### config.mk
export PLATFORM = sky130hd
export DESIGN_NAME = mean_square_power
export DESIGN_NICKNAME = d
export VERILOG_FILES = /design/src/rtl/mean_square_power.sv
export SDC_FILE = /design/constraint.sdc
export NUM_CORES = 2
export LEC_CHECK = 0
export BUFFER_PORTS_ARGS = -buffer_cell sky130_fd_sc_hd__buf_2
export CORE_AREA = 4 4 203 205
export DETAILED_ROUTE_END_ITERATION = 8
export DIE_AREA = 0 0 207 209
export PLACE_DENSITY = 0.88
export SYNTH_ARGS = -nofsm -noshare
export SYNTH_HDL_FRONTEND = slang
export SYNTH_SLANG_ARGS = --single-unit
export TNS_END_PERCENT = 50
### constraint.sdc
create_clock -name Clk -period 8.5 [get_ports Clk]
set_input_delay 1.7 -clock Clk [delete_from_list [all_inputs] [get_ports Clk]]
set_output_delay 1.7 -clock Clk [all_outputs]
set_load 0.02 [all_outputs]
### src/rtl/mean_square_power.sv
// Windowed mean-square power estimator feeding the Log10 stage.
// Squares signed samples, averages 2^LOG2N of them, and holds the result in a one-word output buffer.
module mean_square_power #(
    parameter int WIS   = 4,
    parameter int WFS   = 20,
    parameter int WI    = 10,
    parameter int WF    = 40,
    parameter int LOG2N = 4
) (
    input  logic                 Clk,
    input  logic                 Rst,
    input  logic                 Clear,
    input  logic [WIS+WFS-1:0]   SampleIn,
    input  logic                 InValid,
    output logic [WI+WF-1:0]     NumOut,
    output logic                 OutValid,
    input  logic                 OutReady,
    output logic                 ZeroFlag,
    output logic                 Overrun
);

    localparam int SW  = WIS + WFS;
    localparam int PW  = 2 * SW;
    localparam int AW  = PW + LOG2N;
    localparam int OW  = WI + WF;
    localparam int PAD = WF - 2 * WFS;
    localparam logic [LOG2N-1:0] CNT_LAST = '1;

    typedef enum logic {
        EMPTY = 1'b0,
        FULL  = 1'b1
    } state_t;

    function automatic logic [PW-1:0] square(input logic signed [SW-1:0] x);
        logic signed [PW-1:0] xe;
        logic signed [PW-1:0] p;
        xe = PW'(x);
        p  = xe * xe;
        return $unsigned(p);
    endfunction

    // Truncating divide by N, then placed so the fraction lines up with WF bits.
    function automatic logic [OW-1:0] format_mean(input logic [AW-1:0] total_in);
        logic [OW-1:0] r;
        r = '0;
        r[PAD +: PW] = total_in[AW-1:LOG2N];
        return r;
    endfunction

    logic signed [SW-1:0] sample;
    logic [PW-1:0]        sq_p1;
    logic                 vld_p1;
    logic [AW-1:0]        acc_p2;
    logic [LOG2N-1:0]     cnt_p2;
    logic [AW-1:0]        total;
    logic [OW-1:0]        mean_word;
    logic                 win_end;
    state_t               state_q;
    state_t               state_d;
    logic                 load;
    logic                 drop;

    assign sample = SampleIn;

    // ---- stage 1: square ----
    always_ff @(posedge Clk) begin
        sq_p1 <= square(sample);
    end

    always_ff @(posedge Clk or negedge Rst) begin
        if (!Rst) begin
            vld_p1 <= 1'b0;
        end else begin
            vld_p1 <= InValid && !Clear;
        end
    end

    // ---- stage 2: accumulate; the last sample of a window bypasses acc ----
    assign total     = acc_p2 + AW'(sq_p1);
    assign mean_word = format_mean(total);
    assign win_end   = vld_p1 && !Clear && (cnt_p2 == CNT_LAST);

    always_ff @(posedge Clk or negedge Rst) begin
        if (!Rst) begin
            acc_p2 <= '0;
            cnt_p2 <= '0;
        end else if (Clear || win_end) begin
            acc_p2 <= '0;
            cnt_p2 <= '0;
        end else if (vld_p1) begin
            acc_p2 <= total;
            cnt_p2 <= cnt_p2 + LOG2N'(1);
        end
    end

    // ---- output buffer ----
    always_ff @(posedge Clk or negedge Rst) begin
        if (!Rst) begin
            state_q <= EMPTY;
        end else begin
            state_q <= state_d;
        end
    end

    always_comb begin
        state_d = state_q;
        load    = 1'b0;
        drop    = 1'b0;
        case (state_q)
            EMPTY: begin
                if (win_end) begin
                    load    = 1'b1;
                    state_d = FULL;
                end
            end
            FULL: begin
                if (win_end) begin
                    load = OutReady;
                    drop = !OutReady;
                end else if (OutReady) begin
                    state_d = EMPTY;
                end
            end
            default: state_d = EMPTY;
        endcase
    end

    always_ff @(posedge Clk or negedge Rst) begin
        if (!Rst) begin
            NumOut   <= '0;
            ZeroFlag <= 1'b0;
        end else if (load) begin
            NumOut   <= mean_word;
            ZeroFlag <= (mean_word == '0);
        end
    end

    always_ff @(posedge Clk or negedge Rst) begin
        if (!Rst) begin
            Overrun <= 1'b0;
        end else if (drop) begin
            Overrun <= 1'b1;
        end
    end

    assign OutValid = (state_q == FULL);

endmodule

Yosys cells after proc, flatten, opt, wreduce, memory -nomap -nowiden:

Index checks and enable logic that the tools add are counted.

* input port bits: 29
* bits in registers: 156
* word-level logic and storage cells: 33
* output and inout bits: 53

* reductions and logical operators: 8
* muxes and demuxes: 12
* multipliers: 1
* $add $sub $neg: 2
* bitwise operators: 1
* equal/unequal tests: 1

Operator list (number)
* $mux 52: 2
* $add 52x48->52: 1
* $logic_not 50->1: 1
* $mul 24x24->48: 1
* $mux 4: 2
* $mux 1: 6
* $add 4x1->4 const B: 1
* $eq 4x4->1 const B: 1
* $pmux 1 s2: 2
* $logic_and 1x1->1: 3
* $logic_not 1->1: 2
* $reduce_bool 2->1: 1
* $logic_or 1x1->1: 1
* $not 1->1: 1

Depth between registers and ports, before layout:

* depth after elaboration: 5
* mapped depth: 29

Worst setup path before layout:

No wires, ideal clock.

* path kind: input -> register
* from: input port SampleIn[8]
* to: register sq_p1[47]
* buffers on the path: 2
* required time: 8.379 ns
* arrival: 8.295 ns
* setup time: 0.121 ns
* stages on the path: 27
* path slack: 0.084 ns
* cell sequence: clkbuf_1 -> clkbuf_1 -> nand2_1 -> fa_1 -> fa_1 -> inv_1 -> fa_1 -> inv_1 -> fa_1 -> inv_1 -> fa_1 -> fa_1 -> inv_1 -> fa_1 -> inv_1 -> ha_1 -> a21o_1 -> a21o_1 -> a21o_1 -> a211oi_1 -> o211ai_1 -> o21ai_1 -> o21ai_1 -> o31ai_2 -> o211ai_1 -> a211o_1 -> xnor2_1

* longest elaborated chain between the ends: 1

RTL lines
* start, declared: RTL line 13 `input logic [WIS+WFS-1:0] SampleIn,`
* $mul 24x24->48: RTL line 38 `p = xe * xe;`
* end signal, assigned: RTL line 67 `sq_p1 <= square(sample);`
* end, declared: RTL line 51 `logic [PW-1:0] sq_p1;`

Every way passes these cells.
A chain may end at the register's enable or synchronous reset.

Final worst setup path:

* from: input port SampleIn[8]
* to: register sq_p1[40]

The elaborated chain is that of the path after synthesis.

==> results.cfg <==
[status]
outcome = finished clean

[critical_path]
crit_top_cell = fa_1
cp_num_cells = 27
cpLargestDelayFamily = adder cells
r2r-start = acc_p2[20]
r2r_cells = 12
rrSetupSlack_ns = 4.52
cpPeakStageDelay_ns = 0.54
slowest_stage = fa_1
crit_required_ns = 8.81
crit_fanout = 9
crit_buf_inv = 7
critical_path_class = primary input to register
end_kind = register
setup.worst_path.start_class = primary input
crit_start = SampleIn[8]
arrival_ns = 8.53
r2r-end = ZeroFlag
endpoint = sq_p1[40]

[yosys]
seq_area_frac_synth = 0.133
netlist_instances = 2916
synth_common_cells = inv_1 (711), fa_1 (555), nand2_1 (290)
synth_edf_count = 0
synth_top_family_by_area = adder cells
synth_cell_types = 85
synth.area.top_cells = fa_1 (41%), dfrtp_1 (9.9%), inv_1 (9.7%)
yosysTopAreaCell = fa_1
synth_seq_cells = 155
yosysWarnings = 0
yosys_most_used_dff = dfrtp_1
async_flop_share = 0.697
synth.most_common_cell = inv_1
synth_compound_area_frac = 0.0988
synth_mux_area_frac = 0.0141
synth_top_area_share = 0.405
syn_area_mm2 = 0.0274
postSynthAreaPerCell_um2 = 9.40
synthXorXnorAreaFrac = 0.0300
synthAdderAreaFrac = 0.496
synth-simple-area-share = 0.115

[cells_and_area]
syn_to_final_growth_pct = 8.09
fillCellCount = 2697
final_area_mm2 = 0.0296
layout.cells.non_filler = 3584
final_layout_size_suffix_gt1_frac = 0.0991
diodes = 0
multi_input_area_mm2 = 0.0207
seqCellArea_mm2 = 0.00364
final_nets = 3828

[grt]
grt_use_met2 = 0.546
grt_overflow = 0
grt_use_total = 0.321
grt_pass1_vias = 22680
use_met3 = 0.0552
grt_pass1_wl_um = 113000
antenna_found_initial = 1
use_met1 = 0.432
grt_max_degree = 85
top_usage_layer = met2

[clocking]
clockRootBuffer = clkbuf_16
cts_made_buffers = 17
post_cts_buffers = 0
clkTransAtPathRegs_ns = 0.06
max-clock-path-buffers = 2
clk_latency_ns = 0.43
cts_tree = yes
cts_sinks = 155
h-tree-depth = 4

[hold_path]
hp-class = register to register

[route]
drc = 0
vias_per_cell = 5.73
drt_iter0_markers = 1712
drt.antenna.violating_nets = 0
via_count = 20540
drtPass1Iterations = 7
drt-total-wl_um = 67400
wl_per_cell_um = 18.8

[die]
die_area_mm2 = 0.0433
die_width_um = 207
die_y_um = 209
core_area_mm2 = 0.0395
start_util = 0.695
io_pins = 82
rows = 73

[sta]
max_freq_ghz = 0.122
slew_viol_final = 0
relSlewSlack = 0.299
timing.final.crit_period_ns = 8.22
finalSetupViolCount = 0
hold_viol = 0
rsz0062_at_grt = no
fin_skew_ns = 0.00758
tightest_slew_ns = 1.05
min_period_over_period = 0.967

[place]
gp_congestion = 0.999
placed_area_mm2 = 0.0291
io_buffers = 79
dp_hpwl_um = 57400
dp_cells = 3552

[job]
drv_cap = 0
## layout make-up
type                    count  share of cell area
well taps                 525              0.0222
clock inverters            11             0.00321
flip-flops and latches    155               0.123
clock buffers              21              0.0152
inverters                 711              0.0901
repair buffers            212              0.0484
multi-input cells        1949               0.698
## tightest hold or removal path: stages (launching register included)
cell and delay [ns]:
dfrtp_1 0.34, nand2_1 0.05, nand2_1 0.05
## through the flow
| step | hold WS, ns | TNS, ns | utilization | setup slack, ns |
|---|---|---|---|---|
| finish | 0.459 | 0 | 0.751 | 0.283 |
| global route | 0.503 | 0 | 0.751 | 0.00221 |
| CTS | 0.465 | 0 | 0.751 | 0.285 |
| detailed placement | 0.451 | -0.529 | 0.737 | -0.153 |
| global placement | 0.446 | -0.0475 | 0.737 | -0.0432 |
| floorplan | 0.454 | 0 | - | 0.0840 |
## state kept, by name (all words and copies together), names as in the netlist
register  cells
Overrun       1
OutValid      1
acc_p2       52
vld_p1        1
NumOut       48
cnt_p2        4
ZeroFlag      1
sq_p1        47
## cell usage in the layout (no fill, tap or decap), types with 38 or more instances in the layout
cell | synthesis | routed
a21o_1 | 38 | 38
a21oi_1 | 97 | 97
and2_1 | 99 | 99
buf_2 | 11 | 78
buf_4 | 2 | 131
dfrtp_1 | 108 | 108
dfxtp_1 | 47 | 47
fa_1 | 555 | 555
ha_1 | 198 | 198
inv_1 | 711 | 711
nand2_1 | 290 | 289
nor2_1 | 93 | 92
o21ai_0 | 102 | 101
xnor2_1 | 58 | 58
## metal layers
| metal | vias to the layer above | part of all wire |
|---|---|---|
| li1 | 9232 | - |
| met1 | 10326 | 0.41 |
| met2 | 828 | 0.49 |
| met3 | 154 | 0.075 |
| met4 | 0 | 0.030 |
| met5 | - | 0 |
## worst min-delay path by stage
stage	startpoint	end	slack, ns	depth (start not counted)
after floorplan	acc_p2[12]	acc_p2[12]	0.45	2
after global placement	Overrun	Overrun	0.45	2
after detailed placement	Overrun	Overrun	0.45	2
after CTS	ZeroFlag	ZeroFlag	0.47	2
after global routing	NumOut[46]	NumOut[46]	0.50	2
final	ZeroFlag	ZeroFlag	0.46	2
## timing repair
item | CTS | global route
endpoints found under the setup margin | 0 | 3
hold endpoints to repair | 0 | 0
hold buffers | 0 | 0
gates resized for setup | 0 | 1
## cells by family (layout without fill, tap and decap cells)
family          after synthesis  in the layout
fa+ha+maj                   753            753
flops                       155            155
other cells                   1              2
mux                          35             35
compound gates              412            412
buf+inv                     813            955
xor+xnor                     94             94
simple gates                653            653
Power is not shown: default switching activity piles up to over one toggle a cycle in this logic, so the estimate is an artifact.
